$ cat config.mk
export PLATFORM = sky130hd
export DESIGN_NAME = mem_addr_sequencer
export DESIGN_NICKNAME = d
export VERILOG_FILES = /design/src/rtl/cpu_mem_pkg.sv /design/src/rtl/addr_src_mux.sv /design/src/rtl/mem_addr_sequencer.sv
export SDC_FILE = /design/constraint.sdc
export NUM_CORES = 1
export LEC_CHECK = 0
export ABC_AREA = 1
export BUFFER_PORTS_ARGS = -buffer_cell sky130_fd_sc_hd__buf_2
export CAP_MARGIN = 10
export CORE_MARGIN = 10
export CORE_UTILIZATION = 43
export DETAILED_ROUTE_END_ITERATION = 8
export GPL_TIMING_DRIVEN = 0
export PLACE_DENSITY = 0.95
export SLEW_MARGIN = 30
export SYNTH_ARGS = -nofsm -noshare
export SYNTH_HDL_FRONTEND = slang
export SYNTH_SLANG_ARGS = --single-unit
$ cat constraint.sdc
create_clock -name clk -period 3.1 [get_ports clk]
set_input_delay 0.155 -clock clk [delete_from_list [all_inputs] [get_ports clk]]
set_output_delay 0.155 -clock clk [all_outputs]
set_load 0.05 [all_outputs]
$ cat src/rtl/cpu_mem_pkg.sv
// Shared types and constants for the memory-address sequencer.
// Holds the exception-vector FSM state encoding and the named exception codes.
package cpu_mem_pkg;

  typedef enum logic [2:0] {
    IDLE     = 3'd0,
    VEC_ADDR = 3'd1,
    WAIT     = 3'd2,
    CAPTURE  = 3'd3,
    DONE     = 3'd4
  } seq_state_e;

  localparam int unsigned VEC_BASE_DEFAULT = 253;

  localparam int unsigned EXC_OPCODE   = 0;
  localparam int unsigned EXC_OVERFLOW = 1;
  localparam int unsigned EXC_DIV0     = 2;

  // Word accesses must land on a 4-byte boundary.
  function automatic logic is_misaligned(input logic word_access, input logic [1:0] addr_lsb);
    return word_access && (addr_lsb != 2'b00);
  endfunction

endpackage

$ cat src/rtl/addr_src_mux.sv
// Combinational N_SRC:1 address-source selector.
// Passes hold_val through and raises sel_invalid when sel names no source.
module addr_src_mux #(
  parameter int DATA_W = 32,
  parameter int N_SRC  = 3,
  parameter int SEL_W  = 2
) (
  input  logic [SEL_W-1:0]        sel,
  input  logic [N_SRC*DATA_W-1:0] in_src,
  input  logic [DATA_W-1:0]       hold_val,
  output logic [DATA_W-1:0]       mux_out,
  output logic                    sel_invalid
);

  always_comb begin
    mux_out     = hold_val;
    sel_invalid = 1'b1;
    for (int i = 0; i < N_SRC; i++) begin
      if (sel == SEL_W'(i)) begin
        mux_out     = in_src[i*DATA_W +: DATA_W];
        sel_invalid = 1'b0;
      end
    end
  end

endmodule

$ cat src/rtl/mem_addr_sequencer.sv
// Registered memory-address source with an exception-vector fetch sequence.
// Drives the vector address, waits MEM_LAT cycles, captures the handler byte.
//
// state    | meaning
// ---------+-----------------------------------------------------------
// IDLE     | normal addressing; accepts exc_req or addr_en
// VEC_ADDR | vector-table address on addr_out; load wait counter
// WAIT     | count down memory read latency
// CAPTURE  | latch mem_data_in[7:0] into handler_addr
// DONE     | exc_done pulse, back to IDLE
module mem_addr_sequencer
  import cpu_mem_pkg::*;
#(
  parameter int DATA_W   = 32,
  parameter int N_SRC    = 3,
  parameter int SEL_W    = 2,
  parameter int N_VEC    = 3,
  parameter int VEC_W    = 2,
  parameter int VEC_BASE = VEC_BASE_DEFAULT,
  parameter int MEM_LAT  = 1
) (
  input  logic                    clk,
  input  logic                    reset,
  input  logic [SEL_W-1:0]        sel,
  input  logic                    addr_en,
  input  logic                    word_access,
  input  logic [N_SRC*DATA_W-1:0] in_src,
  input  logic                    exc_req,
  input  logic [VEC_W-1:0]        exc_code,
  input  logic [DATA_W-1:0]       mem_data_in,
  output logic [DATA_W-1:0]       addr_out,
  output logic                    busy,
  output logic                    exc_done,
  output logic [DATA_W-1:0]       handler_addr,
  output logic                    exc_bad,
  output logic                    misaligned
);

  localparam int CNT_W = (MEM_LAT > 1) ? $clog2(MEM_LAT) : 1;
  localparam logic [VEC_W:0] N_VEC_V = (VEC_W+1)'(N_VEC);

  seq_state_e        state_q, state_d;
  logic [CNT_W-1:0]  cnt_q, cnt_d;
  logic [DATA_W-1:0] addr_q, addr_d;
  logic [DATA_W-1:0] handler_q, handler_d;
  logic              bad_q, bad_d;
  logic              mis_q, mis_d;

  logic [DATA_W-1:0] src_val;
  logic              src_invalid;
  logic              code_ok;
  logic [VEC_W-1:0]  vec_idx;
  logic              unused_mem_hi;

  addr_src_mux #(
    .DATA_W (DATA_W),
    .N_SRC  (N_SRC),
    .SEL_W  (SEL_W)
  ) u_src_mux (
    .sel         (sel),
    .in_src      (in_src),
    .hold_val    (addr_q),
    .mux_out     (src_val),
    .sel_invalid (src_invalid)
  );

  // Only the low byte of memory data is a handler address.
  assign unused_mem_hi = ^mem_data_in[DATA_W-1:8];

  assign code_ok = ({1'b0, exc_code} < N_VEC_V);
  assign vec_idx = code_ok ? exc_code : '0;

  always_comb begin
    state_d   = state_q;
    cnt_d     = cnt_q;
    addr_d    = addr_q;
    handler_d = handler_q;
    bad_d     = bad_q;

    case (state_q)
      IDLE: begin
        if (exc_req) begin
          bad_d   = !code_ok;
          addr_d  = DATA_W'(VEC_BASE) + DATA_W'(vec_idx);
          state_d = VEC_ADDR;
        end else if (addr_en && !src_invalid) begin
          addr_d = src_val;
        end
      end
      VEC_ADDR: begin
        cnt_d   = CNT_W'(MEM_LAT - 1);
        state_d = WAIT;
      end
      WAIT: begin
        if (cnt_q == '0) begin
          state_d = CAPTURE;
        end else begin
          cnt_d = cnt_q - 1'b1;
        end
      end
      CAPTURE: begin
        handler_d = {{(DATA_W-8){1'b0}}, mem_data_in[7:0]};
        state_d   = DONE;
      end
      DONE: begin
        state_d = IDLE;
      end
      default: begin
        state_d = IDLE;
      end
    endcase

    // Vector addresses go through the same alignment check as normal loads.
    mis_d = is_misaligned(word_access, addr_d[1:0]);
  end

  always_ff @(posedge clk or posedge reset) begin
    if (reset) begin
      state_q   <= IDLE;
      cnt_q     <= '0;
      addr_q    <= '0;
      handler_q <= '0;
      bad_q     <= 1'b0;
      mis_q     <= 1'b0;
    end else begin
      state_q   <= state_d;
      cnt_q     <= cnt_d;
      addr_q    <= addr_d;
      handler_q <= handler_d;
      bad_q     <= bad_d;
      mis_q     <= mis_d;
    end
  end

  assign addr_out     = addr_q;
  assign handler_addr = handler_q;
  assign exc_bad      = bad_q;
  assign misaligned   = mis_q;
  assign busy         = (state_q != IDLE);
  assign exc_done     = (state_q == DONE);

endmodule

# Word level (Yosys, flattened, before mapping)
# Index checks and enable logic that the tools add are counted.
op_classes:
  reduce_logical: 14
  n_eq_ne: 8
  add_sub_neg: 2
  bitwise: 0
  n_mux: 15
  shifts: 0
  div: 0
  n_lt_le_gt_ge: 1
  multipliers: 0
ops:
  columns: ["cell", "n"]
  rows:
  - ["2-to-1 mux 32 bit", 5]
  - ["case mux 3 bit (4 select lines)", 1]
  - ["adder 8 x 2 -> 9 bit, first input constant", 1]
  - ["== test 3 x 2 -> 1 bit, second input constant", 2]
  - ["2-to-1 mux 3 bit", 2]
  - ["nonzero test 2 bit", 3]
  - ["2-to-1 mux 1 bit", 4]
  - ["2-to-1 mux 2 bit", 2]
  - ["inequality test 2 bit, second input constant", 2]
  - ["AND reduction 2 bit", 2]
  - ["nonzero test 4 bit", 1]
  - ["== test 3 x 1 -> 1 bit, second input constant", 1]
  - ["== test 3 bit, second input constant", 1]
  - ["zero test 3 bit", 1]
  - ["AND reduction 3 bit", 1]
  - ["nonzero test 3 bit", 1]
  - ["== test 2 x 1 -> 1 bit, second input constant", 1]
  - ["== test 2 bit, second input constant", 1]
  - ["logical AND 1 bit", 2]
  - ["zero test 1 bit", 2]
  - ["zero test 2 bit", 1]
  - ["< comparator 2 bit, second input constant", 1]
  - ["case mux 1 bit (2 select lines)", 1]
  - ["subtractor 1 bit, second input constant", 1]
word_totals:
  ramBits: 0
  word_cells: 47
  ff_bits: 46
  latchBits: 0
  n_memories: 0
  out_inout_bits: 68
  romBits: 0
  inputBits: 137

# Depth between registers and ports, before layout
logic_depth:
  ltp_word: 11
  ltp_mapped: 10
  depth_no_buf: 10

# Modules after synthesis
# Synthesis repeated with hierarchy kept, for this count alone.
unflattened:
  hier_cells: 529
  area_unflattened_um2: 3337.0
by_module_without_submodules:
  columns: ["mod", "area_per_inst_um2", "seq_area_each_um2", "instances", "cells_each"]
  rows:
  - ["mem_addr_sequencer", 2128.3, 1126.1, 1, 247]
  - ["addr_src_mux", 1208.7, 0.0, 1, 282]

# Worst setup path after synthesis
# Ideal clock, no wire load.
synth_timing:
  path_type: "reg2reg"
  startpoint: "register state_q[1]"
  endpoint: "register mis_q (netlist: misaligned)"
  setup_time_ns: 0.122
  setup_slack_ns: 1.642
  synth_period_minus_slack_ns: 1.458
  t_arrival_ns: 1.336
  n_path_buf: 0
  stages_incl_launch_ff: 9
  required_ns: 2.978
  cell_sequence: "dfrtp_1 inv_1 nand2_2 nor2_4 inv_1 nor2_1 nand2_1 nand2_1 a21oi_2"
synth_between:
  elab_chain_len: 4
synth_lines:
  columns: ["element", "line_no", "source"]
  rows:
  - ["from (decl)", "mem_addr_sequencer.sv:42", "seq_state_e state_q, state_d;"]
  - ["from (signal assigned)", "mem_addr_sequencer.sv:126", "state_q <= state_d;"]
  - ["zero test 3 bit", "mem_addr_sequencer.sv:80", "case (state_q)"]
  - ["2-to-1 mux 2 bit", "mem_addr_sequencer.sv:80", null]
  - ["nonzero test 2 bit", "cpu_mem_pkg.sv:21", "return word_access && (addr_lsb != 2'b00);"]
  - ["logical AND 1 bit", "cpu_mem_pkg.sv:21", null]
  - ["net mis_d", "mem_addr_sequencer.sv:47", "logic mis_q, mis_d;"]
  - ["to (signal assigned)", "mem_addr_sequencer.sv:131", "mis_q <= mis_d;"]
  - ["to (decl)", "mem_addr_sequencer.sv:47", null]
# The timed path passes the listed nets, and every way through them passes these cells.
# A chain may end at the register's enable or synchronous reset.

# Worst setup path after layout
layout_timing:
  startpoint: "register state_q[0]"
  endpoint: "output busy"
layout_between:
  elab_chain_len: 1
layout_lines:
  columns: ["element", "line_no", "source"]
  rows:
  - ["nonzero test 3 bit", "mem_addr_sequencer.sv:139", "assign busy = (state_q != IDLE);"]
  - ["to (decl)", "mem_addr_sequencer.sv:32", "output logic busy,"]
# Every way passes these cells.

==> qor_table.md <==
| Item | Reported | Unit |
|:---|:---|:---|
| Number of antenna violations at the first check in global routing | 0 | - |
| Combined global-route utilization of all metal layers | 18.33 | % |
| Area post-placement | 3610 | um2 |
| I/O pin cnt | 205 | - |
| Power per cell area | 881.4 | nW/um2 |
| Leakage power of the design | 0.002157 | uW |
| Fraction of final layout cells sized beyond drive strength 1 | 41.75 | % |
| Endpoint arrival time on the critical path | 1370 | ps |
| FF-to-FF Start | state_q[0]$_DFFE_PP0P_ | - |
| Largest clock skew in the final design | 6.667 | ps |
| Tightest Pin Transition | 564.5 | ps |
| Share of the clock period used by the worst path after layout | 49.21 | % |
| Row count | 28 | - |
| Post-DP HPWL | 7811 | um |
| Average routed wire per standard cell | 15.66 | um |
| Via count of the first global-routing pass | 2975 | - |
| Worst Path Required | 2940 | ps |
| Post-layout total power | 3264 | uW |
| Outcome | completed | - |
| Cell-internal power | 1463 | uW |
| Hold violation total from the final report | 0 | - |
| Yosys warning count | 0 | - |
| Largest net degree at the start of global routing | 25 | - |
| Number of buffers inserted during clock tree synthesis | 5 | - |
| Max_cap viols | 0 | - |
| Vertical die dimension | 98.08 | um |
| Cell area after synthesis | 2621 | um2 |
| Area taken by flip-flops and latches | 1126 | um2 |
| Drt initial violations | 63 | - |
| Clock tree sinks | 45 | - |
| Final design area excluding fillers | 3704 | um2 |
| DRT antenna net count | 0 | - |
| Nets | 654 | - |
| FF-to-FF path depth | 6 | - |
| Length of the first detailed-routing pass in iterations | 5 | - |
| Clock latency at the later pin of the worst-skew pair | 290 | ps |
| Setup TNS | 0 | ps |
| Clock tree from TritonCTS | done | - |
| Finished Core Util | 62.55 | % |
| Worst-case clock buffer depth | 2 | - |
| Die width | 98.08 | um |
| Count of filler cells inserted in the layout | 544 | - |
| Worst min path class | input port to flip-flop | - |
| Port bufs | 156 | - |
| Critical Path Fanout Max | 5 | - |
| Leftover overflow at the end of global routing | 0 | - |
| Total of hold buffers inserted after clock tree synthesis | 1 | - |
| Detailed-route vias per instance | 4.820 | - |
| Wirelength, routed | 9239 | um |
| Maximum VDD drop | 0.5638 | mV |
| Synth Register Bits | 45 | - |
| Share of the yosys chip area belonging to registers | 42.96 | % |
| Relative contribution of combinational cells to total power | 59.6 | % |
| Stage delay of the slowest cell on the critical path | 390 | ps |
| Count of vias placed by the detailed router | 2844 | - |
| Worst path most repeated cell | inv_1 | - |
| Library cells used by synthesis | 25 | - |
| Fraction of power consumed by the clock network | 10.7 | % |
| First-pass GRT wire length | 14720 | um |
| Average size of a mapped cell | 8.041 | um2 |
| Floorplan die area | 9619 | um2 |
| Clock transition at path regs | 80 | ps |
| Total count of max-transition violations in the final report | 0 | - |
| Count of H-tree levels built during CTS | 2 | - |
| Placer Congestion | 0.8523 | - |
| Critical hold path startpoint | mem_data_in[1] | - |
| End point of the worst hold path | handler_addr[1]$_DFFE_PP0P_ | - |
| DRC viols | 0 | - |
| Setup CP Type | flip-flop to output pin | - |
| Initial Utilization | 44.27 | % |
| Share of power burned in registers | 29.7 | % |
| Hold path depth | 3 | - |
| Footprint of the multi-input gates | 1230 | um2 |
| Critical path, cell by cell | inv_1 > nand2_2 > nor2_4 > inv_1 > buf_2 | - |
| Layout overhead on the synthesized area | 41.29 | % |
| Peak Freq | 0.6555 | GHz |
| Total of endpoints with negative setup slack in the final report | 0 | - |
| Final min period | 1526 | ps |
| Worst Hold Slack | 55.84 | ps |
| Switch Pwr | 1801 | uW |
| Quantity of gates resized following cts | 0 | - |
| N_diodes | 0 | - |
| Buffer cell driving the clock tree root | clkbuf_8 | - |
| Fraction of power spent switching nets | 55.17 | % |
| Slew Limit Headroom | 62.31 | % |
| Category of the worst setup path capture point | output pin | - |
| Worst r2r dst | addr_out[13]$_DFFE_PP0P_ | - |
| Unrepaired setup endpoints after global routing | false | - |
| Synthesized netlist cell count | 326 | - |
| Type of origin of the critical path | flip-flop | - |
| Core area | 5921 | um2 |
| Setup repair bufs after CTS | 0 | - |
| Register-to-register setup slack | 1670 | ps |
| Slowest cell on the critical path | dfrtp_1 | - |
-- cells by family (layout without fill, tap and decap cells) --
family | after synthesis | after routing | share of synthesized area [%]
AND/OR/NAND/NOR | 133 | 133 | 22.34
other | 1 | 24 | 0.1431
AO/OA/AOI/OAI | 84 | 84 | 19.71
adder cells (fa/ha/maj) | 3 | 3 | 1.432
flip-flops | 45 | 45 | 42.96
buffers and inverters | 60 | 226 | 13.41
-- power by group through the flow --
stage	Combinational [uW]	Sequential (uW)	Clock, uW
6_report	1950	968	350
5_1_grt	2090	1000	385
4_1_cts	1970	968	362
3_5_place_dp	1960	978	0
3_3_place_gp	1910	963	0
2_1_floorplan	640	1780	0
-- cell type report --
cell class | count | area share, %
Clock inverter | 1 | 0.2027
Tap cell | 75 | 2.534
Multi-Input combinational cell | 244 | 33.21
Clock buffer | 7 | 2.061
Inverter | 23 | 2.331
Timing Repair Buffer | 158 | 22.09
Buffer | 37 | 7.162
Sequential cell | 45 | 30.41
-- placed cells by master (no fill, tap or decap), types with 2 or more instances in the layout --
cell,instances
nor2_1,11
o21ai_1,17
inv_2,2
nand3_1,12
a21oi_2,2
conb_1,24
clkbuf_2,2
nand2_1,97
a21oi_1,33
buf_4,27
nor2_4,3
ha_1,3
buf_2,162
buf_6,2
nand2_4,2
dfrtp_1,45
clkbuf_1,2
o21ai_0,8
a22o_1,23
inv_1,21
clkbuf_8,5
nand2_2,4
-- sequential cells by signal, summed over array words and instances, names as in the netlist --
| register | count |
|---|---|
| misaligned | 1 |
| exc_bad | 1 |
| addr_out | 32 |
| handler_addr | 8 |
| state_q | 3 |
-- layer usage --
metal / GRT usage, % / routed length [um] / vias to the layer above
li1: - / - / 1398
met4: 3.915 / 97 / 0
met1: 20.02 / 3397 / 1321
met5: 0 / 0 / -
met3: 5.849 / 751 / 10
met2: 33.65 / 4993 / 115
-- metrics by stage --
step / cells / setup WS, ps
finish: 590 / 1574
floorplan: 349 / 1642
CTS: 590 / 1551
detailed placement: 581 / 1661
global route: 590 / 1471
global placement: 580 / 1351
-- synth_stat cells --
master / count / area [um2]
a21oi_1: 33 / 165.2
a21oi_2: 2 / 17.52
a22o_1: 23 / 201.4
buf_2: 6 / 30.03
buf_4: 27 / 202.7
buf_6: 2 / 22.52
clkbuf_2: 2 / 10.01
conb_1: 1 / 3.750
dfrtp_1: 45 / 1126
ha_1: 3 / 37.54
inv_1: 22 / 82.58
inv_2: 1 / 3.750
nand2_1: 97 / 364.1
nand2_2: 4 / 25.02
nand2_4: 2 / 22.52
nand3_1: 12 / 60.06
nor2_1: 11 / 41.29
nor2_2: 1 / 6.260
nor2_4: 3 / 33.78
nor2_8: 1 / 20.02
o211ai_1: 1 / 7.510
o21ai_0: 8 / 40.04
o21ai_1: 17 / 85.08
or2_0: 1 / 6.260
or2_1: 1 / 6.260
-- worst max-delay path: cells and delay by family (launching register included) --
kind / cells / cell delay [ps]
AND/OR/NAND/NOR: 2 / 270
buffers and inverters: 3 / 430
flip-flops: 1 / 390
-- worst max-delay path by stage --
stage	start	to	slack [ps]	cells after the start
after global routing	state_q[0]$_DFFE_PP0P_	busy	1470	5
after floorplan	state_q[1]$_DFFE_PP0P_	misaligned$_DFF_PP0_	1640	8
after detailed placement	state_q[0]$_DFFE_PP0P_	addr_out[13]$_DFFE_PP0P_	1660	6
after CTS	state_q[0]$_DFFE_PP0P_	busy	1550	5
final	state_q[0]$_DFFE_PP0P_	busy	1570	5
after global placement	reset	addr_out[30]$_DFFE_PP0P_	1350	2
No activity file was read; power rests on OpenSTA's default activity.
